--- config.mk ---
export PLATFORM = sky130hd
export DESIGN_NAME = matmul_lane_engine
export DESIGN_NICKNAME = d
export VERILOG_FILES = /design/src/rtl/matmul_pkg.sv /design/src/rtl/mac_lane.sv /design/src/rtl/matmul_lane_engine.sv
export SDC_FILE = /design/constraint.sdc
export NUM_CORES = 2
export LEC_CHECK = 0
export CAP_MARGIN = 10
export CORE_MARGIN = 5
export CORE_UTILIZATION = 55
export DETAILED_ROUTE_END_ITERATION = 10
export MAX_ROUTING_LAYER = met4
export PLACE_DENSITY = 0.74
export RECOVER_POWER = 100
export SYNTH_ARGS = -nofsm -noshare
export SYNTH_HDL_FRONTEND = slang
export SYNTH_SLANG_ARGS = --single-unit
--- constraint.sdc ---
create_clock -name clk -period 11.2 [get_ports clk]
set_clock_uncertainty 0.15 [all_clocks]
set_input_delay 1.68 -clock clk [delete_from_list [all_inputs] [get_ports clk]]
set_output_delay 1.68 -clock clk [all_outputs]
set_load 0.02 [all_outputs]
--- src/rtl/matmul_pkg.sv ---
// matmul_pkg -- shared definitions for the matmul lane engine.
//   * default parameter constants
//   * engine state enum
//   * saturate(): clamps a wide signed value to a signed out_w range
package matmul_pkg;

  localparam int DEF_DATA_W = 16;
  localparam int DEF_ACC_W  = 40;
  localparam int DEF_OUT_W  = 32;
  localparam int DEF_LANES  = 4;
  localparam int DEF_DIM_W  = 11;

  // Working width for saturate(); accumulators are sign-extended into it.
  localparam int SAT_W = 128;

  typedef enum logic [2:0] {
    IDLE,
    LOAD,
    DRAIN,
    WRITE,
    FIN
  } state_t;

  // Clamp v to [-2^(out_w-1), 2^(out_w-1)-1]; caller truncates to out_w bits.
  function automatic logic signed [SAT_W-1:0] saturate(
    input logic signed [SAT_W-1:0] v,
    input int                      out_w
  );
    logic signed [SAT_W-1:0] hi, lo;
    hi = (SAT_W'(1) << (out_w - 1)) - SAT_W'(1);
    lo = ~hi;
    if (v > hi)      return hi;
    else if (v < lo) return lo;
    return v;
  endfunction

endpackage

--- src/rtl/mac_lane.sv ---
// mac_lane -- one output column of the engine: signed multiply, clear-load
// on the first product of a tile, accumulate afterwards, narrow on output.
//   clk, rst_n  : clock, synchronous active-low reset (clears accumulator)
//   en          : a/b carry a valid product term this cycle
//   first       : load instead of add (first term of a tile)
//   a, b        : signed DATA_W operands
//   result      : accumulator narrowed to OUT_W
// Build option: MATMUL_LANE_SAT_EN -> saturate to signed OUT_W range,
// otherwise keep the low OUT_W bits (two's-complement wrap).
module mac_lane
  import matmul_pkg::*;
#(
  parameter int DATA_W = DEF_DATA_W,
  parameter int ACC_W  = DEF_ACC_W,
  parameter int OUT_W  = DEF_OUT_W
) (
  input  logic                     clk,
  input  logic                     rst_n,
  input  logic                     en,
  input  logic                     first,
  input  logic signed [DATA_W-1:0] a,
  input  logic signed [DATA_W-1:0] b,
  output logic signed [OUT_W-1:0]  result
);

  logic signed [2*DATA_W-1:0] prod;
  logic signed [ACC_W-1:0]    prod_ext;
  logic signed [ACC_W-1:0]    acc_q;

  // Widen before multiplying so the full signed product is kept.
  assign prod     = (2*DATA_W)'(a) * (2*DATA_W)'(b);
  assign prod_ext = ACC_W'(prod);

  always_ff @(posedge clk) begin
    if (!rst_n)     acc_q <= '0;
    else if (en)    acc_q <= first ? prod_ext : acc_q + prod_ext;
  end

`ifdef MATMUL_LANE_SAT_EN
  assign result = OUT_W'(saturate(SAT_W'(acc_q), OUT_W));
`else
  assign result = OUT_W'(acc_q);
`endif

endmodule

--- src/rtl/matmul_lane_engine.sv ---
// matmul_lane_engine -- C[MxN] = A[MxK] * B[KxN], LANES columns per tile.
// Tiles are walked row-major (row r, column base col0); each tile streams K
// A elements and K B row-slices, drains the last read, then writes one
// masked C row-slice.
//   clk, rst_n              : clock, synchronous active-low reset
//   start/busy/done/err     : request pulse, activity, completion/error pulses
//   m_val/k_val/n_val       : dimensions, sampled when start is accepted
//   a_rd_en/addr/data       : A element read, data one cycle after enable
//   b_rd_en/addr/data       : B row-slice read, lane j = B[k][col0+j]
//   c_wr_valid/ready/addr/data/mask : C row-slice write, held until ready
// Build option: MATMUL_LANE_SAT_EN (output saturation in mac_lane).
module matmul_lane_engine
  import matmul_pkg::*;
#(
  parameter int DATA_W = DEF_DATA_W,
  parameter int ACC_W  = DEF_ACC_W,
  parameter int OUT_W  = DEF_OUT_W,
  parameter int LANES  = DEF_LANES,
  parameter int DIM_W  = DEF_DIM_W
) (
  input  logic                      clk,
  input  logic                      rst_n,
  input  logic                      start,
  output logic                      busy,
  output logic                      done,
  output logic                      err,
  input  logic [DIM_W-1:0]          m_val,
  input  logic [DIM_W-1:0]          k_val,
  input  logic [DIM_W-1:0]          n_val,
  output logic                      a_rd_en,
  output logic [2*DIM_W-1:0]        a_rd_addr,
  input  logic [DATA_W-1:0]         a_rd_data,
  output logic                      b_rd_en,
  output logic [2*DIM_W-1:0]        b_rd_addr,
  input  logic [LANES*DATA_W-1:0]   b_rd_data,
  output logic                      c_wr_valid,
  input  logic                      c_wr_ready,
  output logic [2*DIM_W-1:0]        c_wr_addr,
  output logic [LANES*OUT_W-1:0]    c_wr_data,
  output logic [LANES-1:0]          c_wr_mask
);

  localparam int AW = 2*DIM_W;
  localparam logic [DIM_W-1:0] MAX_DIM = {1'b1, {(DIM_W-1){1'b0}}};

  state_t             state, state_nx;
  logic [DIM_W-1:0]   m_q, k_q, n_q;
  logic [DIM_W-1:0]   r_q, col0_q, kk_q;
  logic               err_q;
  logic               data_vld, data_first;   // read data in flight this cycle
  logic               dims_ok, last_k, last_col, last_row;
  logic [DIM_W:0]     col_next;
  logic [LANES-1:0]   lane_mask;

  assign dims_ok  = (m_val != '0) && (m_val <= MAX_DIM) &&
                    (k_val != '0) && (k_val <= MAX_DIM) &&
                    (n_val != '0) && (n_val <= MAX_DIM);
  assign last_k   = (kk_q == k_q - DIM_W'(1));
  assign col_next = {1'b0, col0_q} + (DIM_W+1)'(LANES);
  assign last_col = (col_next >= {1'b0, n_q});
  assign last_row = (r_q == m_q - DIM_W'(1));

  // ---- next state and outputs ----
  always_comb begin
    state_nx   = state;
    busy       = (state != IDLE);
    done       = 1'b0;
    err        = 1'b0;
    a_rd_en    = 1'b0;
    b_rd_en    = 1'b0;
    a_rd_addr  = '0;
    b_rd_addr  = '0;
    c_wr_valid = 1'b0;
    c_wr_addr  = '0;
    case (state)
      IDLE:  if (start) state_nx = dims_ok ? LOAD : FIN;
      LOAD: begin
        a_rd_en   = 1'b1;
        b_rd_en   = 1'b1;
        a_rd_addr = AW'(r_q) * AW'(k_q) + AW'(kk_q);
        b_rd_addr = AW'(kk_q) * AW'(n_q) + AW'(col0_q);
        if (last_k) state_nx = DRAIN;
      end
      DRAIN: state_nx = WRITE;
      WRITE: begin
        c_wr_valid = 1'b1;
        c_wr_addr  = AW'(r_q) * AW'(n_q) + AW'(col0_q);
        if (c_wr_ready) state_nx = (last_col && last_row) ? FIN : LOAD;
      end
      FIN: begin
        done     = 1'b1;
        err      = err_q;
        state_nx = IDLE;
      end
      default: state_nx = IDLE;
    endcase
  end

  // ---- state, dimensions, tile indices ----
  always_ff @(posedge clk) begin
    if (!rst_n) begin
      state      <= IDLE;
      m_q        <= '0;
      k_q        <= '0;
      n_q        <= '0;
      r_q        <= '0;
      col0_q     <= '0;
      kk_q       <= '0;
      err_q      <= 1'b0;
      data_vld   <= 1'b0;
      data_first <= 1'b0;
    end else begin
      state      <= state_nx;
      data_vld   <= (state == LOAD);
      data_first <= (state == LOAD) && (kk_q == '0);
      case (state)
        IDLE: if (start) begin
          m_q    <= m_val;
          k_q    <= k_val;
          n_q    <= n_val;
          r_q    <= '0;
          col0_q <= '0;
          kk_q   <= '0;
          err_q  <= !dims_ok;
        end
        LOAD: kk_q <= last_k ? '0 : kk_q + DIM_W'(1);
        WRITE: if (c_wr_ready) begin
          if (last_col) begin
            col0_q <= '0;
            r_q    <= r_q + DIM_W'(1);
          end else begin
            col0_q <= col0_q + DIM_W'(LANES);
          end
        end
        default: ;
      endcase
    end
  end

  // ---- lanes ----
  for (genvar j = 0; j < LANES; j++) begin : g_lane
    logic signed [OUT_W-1:0] res;

    mac_lane #(
      .DATA_W (DATA_W),
      .ACC_W  (ACC_W),
      .OUT_W  (OUT_W)
    ) u_lane (
      .clk    (clk),
      .rst_n  (rst_n),
      .en     (data_vld),
      .first  (data_first),
      .a      (a_rd_data),
      .b      (b_rd_data[j*DATA_W +: DATA_W]),
      .result (res)
    );

    assign lane_mask[j] = ({1'b0, col0_q} + (DIM_W+1)'(j)) < {1'b0, n_q};
    assign c_wr_data[j*OUT_W +: OUT_W] = (c_wr_valid && lane_mask[j]) ? res : '0;
  end

  assign c_wr_mask = c_wr_valid ? lane_mask : '0;

endmodule

## Word level (Yosys, flattened, before mapping)

Cells that the tools add are included.

| word-level totals | value |
|---|---|
| bits in registers | 232 |
| output and inout port bits | 204 |

| operators by class | value |
|---|---|
| reduce and logical (&&, ||, !) cells | 25 |
| add/subtract/negate cells | 16 |
| order comparisons | 8 |
| muxes and demuxes | 31 |
| eq/ne operators | 10 |
| $mul | 7 |

Operators by type and width:

| kind | count |
|---|---|
| $add A40 B32 Y40 | 4 |
| $mux W40 | 4 |
| $mul A16 B16 Y32 | 4 |
| $mux W32 | 4 |
| $add A22 B11 Y22 | 3 |
| $mul A11 B11 Y22 | 3 |
| $mux W11 | 6 |
| $mux W22 | 3 |
| $pmux W11 S2 | 3 |
| $lt A12 B11 Y1 | 3 |
| $le A11 B11 Y1 const B | 3 |
| $reduce_bool A11 Y1 | 3 |
| $add A11 B2 Y12 const B | 2 |
| $add A11 B1 Y11 const B | 2 |
| $eq A11 B11 Y1 | 2 |
| $sub A11 B1 Y11 const B | 2 |
| $mux W3 | 5 |
| $add A11 B1 Y12 const B | 1 |
| $add A11 B3 Y12 const B | 1 |
| $ge A12 B11 Y1 | 1 |
| $pmux W3 S4 | 1 |
| $add A11 B3 Y11 const B | 1 |
| $logic_and A1 B1 Y1 | 11 |
| $logic_not A11 Y1 | 1 |
| 14 further kinds | 24 |

## Longest topological paths before layout

| logic depth | value |
|---|---|
| depth in word-level cells | 9 |
| gate-level depth with buffers | 36 |

## Hierarchy

Synthesis repeated with hierarchy kept, for this count alone.

| unflattened totals | value |
|---|---|
| cells, all modules | 8173 |
| area total of the unflattened synthesis | 69449.1 sq um |

By module, submodules not included:

| module | instances | area each (sq um) | cells each |
|---|---|---|---|
| matmul_lane_engine | 1 | 18527.8 | 2325 |
| mac_lane at g_lane[0].u_lane | 1 | 12841.1 | 1488 |
| mac_lane at g_lane[1].u_lane | 1 | 12792.3 | 1465 |
| mac_lane at g_lane[2].u_lane | 1 | 12645.9 | 1456 |
| mac_lane at g_lane[3].u_lane | 1 | 12642.1 | 1439 |

## Worst setup path after synthesis

No wires, ideal clock.

| timing | value |
|---|---|
| path type | input to register |
| start | input port a_rd_data[10] |
| end | register g_lane[3].u_lane.acc_q[31] |
| buffers on the path | 4 |
| cell stages on the path | 31 |
| required time | 10.991 ns |
| data arrival time | 9.566 ns |
| library setup time | 0.059 ns |
| path slack | 1.425 ns |
| cells stage by stage | clkbuf_1 clkbuf_1 nand2_1 fa_1 fa_1 fa_1 fa_1 inv_1 fa_1 fa_1 ha_1 clkbuf_1 a21o_1 a21o_1 a21o_1 a41o_1 a21o_1 a21oi_1 xnor2_1 ha_1 clkbuf_1 and4_1 and3_1 a32o_1 a211oi_1 o21ai_0 a221oi_1 o31ai_1 or3_1 mux2i_1 o31a_1 |

| between the ends | value |
|---|---|
| word-level cells in the longest chain between the ends | 3 |

RTL lines:

| item | RTL line | source |
|---|---|---|
| from (decl) | matmul_lane_engine.sv:32 | `input logic [DATA_W-1:0] a_rd_data,` |
| $mul A16 B16 Y32 * | mac_lane.sv:31 | `assign prod = (2*DATA_W)'(a) * (2*DATA_W)'(b);` |
| $add A40 B32 Y40 | mac_lane.sv:36 | `else if (en) acc_q <= first ? prod_ext : acc_q + prod_ext;` |
| $mux W40 * | mac_lane.sv:36 |  |
| to (signal assigned) | mac_lane.sv:36 |  |
| to (decl) | mac_lane.sv:28 | `logic signed [ACC_W-1:0] acc_q;` |

Every way passes the cells marked *; elsewhere a longest branch is shown, timed or not.
A chain may end at the register's enable or synchronous reset.

## Final worst setup path

| timing | value |
|---|---|
| start | input port a_rd_data[2] |
| end | register g_lane[0].u_lane.acc_q[31] |

| between the ends | value |
|---|---|
| word-level cells in the longest chain between the ends | 3 |

RTL lines:

| item | RTL line |
|---|---|
| $mul A16 B16 Y32 * | mac_lane.sv:31 |
| $add A40 B32 Y40 | mac_lane.sv:36 |
| $mux W40 * | mac_lane.sv:36 |
| to (signal assigned) | mac_lane.sv:36 |
| to (decl) | mac_lane.sv:28 |

Marked as above.

==> reports/metrics.csv <==
stage;metric;value;unit
routing;initial DRC count;3919;
run_status;status;complete, but fails checks;
clock_network;CTS buffer count;17;
clock_network;# hold bufs at CTS;0;
worst_setup_path;CP most frequent cell;fa_1;
synthesis;Synth Register Bits;198;
hold_path;HP Class;flop to flop;
finish;area delta synth->final;7.59;%
sta;Slew Limit Fails;240;
finish;Final Util;59.6;%
synthesis;synthesized area;68400;um2
synthesis;post-synth cell types;79;
grt;pin count of the biggest net entering global routing;95;
routing;DR pass1 iterations;6;
place;hpwl dp;154000;um
sta;Final Worst Setup Slack;699;ps
hold_path;Hold Crit Endpoint;n_q[5];
place;Buffers on Ports;320;
routing;WL per Instance;19.4;um
sta;minimum clock period after layout;10500;ps
grt;first-pass GRT wire length;308000;um
worst_setup_path;reg2reg end;r_q[9];
place;RD Place Congestion;0.921;
synthesis;Synth async-reset ratio;0;%
finish;Final Net Count;10300;
grt;initial antenna violation count;16;
worst_setup_path;CP peak stage delay;930;ps
worst_setup_path;Slowest-stage cell, CP;buf_2;
worst_setup_path;critical path type;input pin to flop;
worst_setup_path;crit-path max FO;40;
grt;GR Util All Layers;30.1;%
clock_network;Longest Clk Path Bufs;2;
sta;final period utilization;93.8;%
sta;Slew headroom;-120;%
grt;vias in the first global route;58000;
clock_network;CTS H-tree depth;4;
die;starting density of the core;55.4;%
die;core area;124000;um2
place;Place WS;479;ps
die;Core Rows;129;
worst_setup_path;FF-to-FF setup slack;6370;ps
sta;highest clock rate;95.2;MHz
worst_setup_path;critical path startpoint category;input pin;
synthesis;register area share after synthesis;5.79;%
job;Max Cap Viol;6;
place;placed cell area;73000;um2
die;chip height;363;um
sta;TNS Setup;0;ps
sta;RSZ-0062 raised after global routing;false;
die;Die W;363;um
clock_network;CTS sink cnt;198;
worst_setup_path;Arrival @ worst endpoint;10760;ps
routing;Vias;55100;
worst_setup_path;CP endpoint kind;flop;
sta;# setup viols final;0;
finish;# fillers;11000;
grt;grt ovf;0;
sta;Least-Margin Pin Slew;3290;ps
worst_setup_path;Critical Path RT;11460;ps
routing;DR vias/cell;5.62;
finish;layout cells sized above 1;2.13;%
synthesis;mean post-synth cell area;8.44;um2
run_status;failing checks;capacitance limit, slew limit;
clock_network;TritonCTS clock tree;done;
clock_network;clock latency on the worst-skew pair;520;ps
synthesis;Syn. warnings;0;
die;die area;132000;um2
synthesis;main flop type after synthesis;dfxtp_1;
hold_path;Hold Startpoint;n_q[5];
finish;final instance area;73600;um2
sta;final hold vios;0;
clock_network;postcts setup bufs;0;
die;I/O pin cnt;321;
worst_setup_path;R2R cell count;14;
clock_network;Clock Pin Slew Worst Setup and Hold Paths;90;ps
routing;antenna viol nets, final;0;
hold_path;Hold Crit Depth;2;
clock_network;Post-CTS Resized;0;
routing;number of remaining DRC errors;0;
synthesis;Synth Instances;8109;
synthesis;Post-synth EDFFs;0;
worst_setup_path;r2r startpoint;n_q[2];
clock_network;Root Buffer;clkbuf_16;
routing;Post-Route WL;190000;um
per-layer routing:
layer  vias to the layer above  GRT usage [%]  share of wire [%]
li1                      25100              -                  -
met1                     27500           39.5                 41
met2                      2165           47.8                 47
met4                         0           9.49                3.4
met3                       348           5.59                8.6
met5                         -              -                  0
worst max-delay path: cells and delay by family:
family	cells	cell delay, ps
simple gates	6	1170
compound gates	12	2550
buf+inv	5	1780
fa+ha+maj	8	3560
final cells by class:
cell class / instances / area [um2] / area share (%)
repair buffers: 419 / 3920 / 5.33
diodes: 12 / 30.0 / 0.0408
multi-input cells: 5932 / 57100 / 77.5
well taps: 1637 / 2050 / 2.78
flip-flops and latches: 198 / 3970 / 5.39
inverters: 1591 / 5970 / 8.11
clock buffers: 17 / 425 / 0.578
clock inverters: 14 / 184 / 0.250
synthesized netlist by cell type, types with 101 or more instances:
library cell / number / area [um2]
inv_1: 1585 / 5950
o21ai_0: 216 / 1080
ha_1: 680 / 8510
fa_1: 1323 / 26500
a21oi_1: 371 / 1860
xor2_1: 101 / 885
nor2_1: 367 / 1380
a21o_1: 126 / 946
and2_1: 710 / 4440
dfxtp_1: 198 / 3960
clkbuf_1: 369 / 1390
xnor2_1: 228 / 2000
nand2_1: 980 / 3680
state kept, by name, indices dropped and copies added (netlist names):
| register | flops |
|---|---|
| col0_q | 9 |
| data_first | 1 |
| data_vld | 1 |
| err_q | 1 |
| g_lane.u_lane.acc_q | 128 |
| k_q | 11 |
| kk_q | 11 |
| m_q | 11 |
| n_q | 11 |
| r_q | 11 |
| state | 3 |
how the worst max path moves through the flow:
stage	from	to	slack (ps)
global route	a_rd_data[2]	g_lane[0].u_lane.acc_q[31]	360
detailed placement	b_rd_data[52]	g_lane[3].u_lane.acc_q[31]	480
finish	a_rd_data[2]	g_lane[0].u_lane.acc_q[31]	700
global placement	b_rd_data[50]	g_lane[3].u_lane.acc_q[31]	520
CTS	b_rd_data[52]	g_lane[3].u_lane.acc_q[31]	1000
floorplan	a_rd_data[10]	g_lane[3].u_lane.acc_q[31]	1420
logic make-up (layout without fill, tap and decap cells):
| kind of cell | after synthesis | in the layout | share of synthesized area [%] |
|---|---|---|---|
| other cells | 1 | 14 | 0.00548 |
| simple gates | 2496 | 2496 | 17.8 |
| mux | 25 | 25 | 0.367 |
| flops | 198 | 198 | 5.79 |
| buf+inv | 1980 | 2041 | 10.9 |
| xor+xnor | 329 | 329 | 4.21 |
| fa+ha+maj | 2003 | 2003 | 51.1 |
| compound gates | 1077 | 1077 | 9.85 |
per-stage QoR:
stage	instances	hold slack, ps
final	9820	314
after global routing	9815	333
after CTS	9806	312
after detailed placement	9775	300
after global placement	9775	298
after floorplan	8110	299
cell usage in the layout, fill, tap and decap left out, types with 72 or more instances in the layout:
master,instances
nand2_1,980
a21oi_1,371
a21o_1,126
inv_1,1585
dfxtp_1,196
nor3_1,72
and2_1,652
clkdlybuf4s50_1,154
ha_1,680
nor2_1,366
xor2_1,101
nand3_1,80
buf_4,81
o21ai_0,217
dlygate4sd3_1,149
fa_1,1323
xnor2_1,228
Power is not shown: default switching activity piles up to over one toggle a cycle in this logic, so the estimate is an artifact.
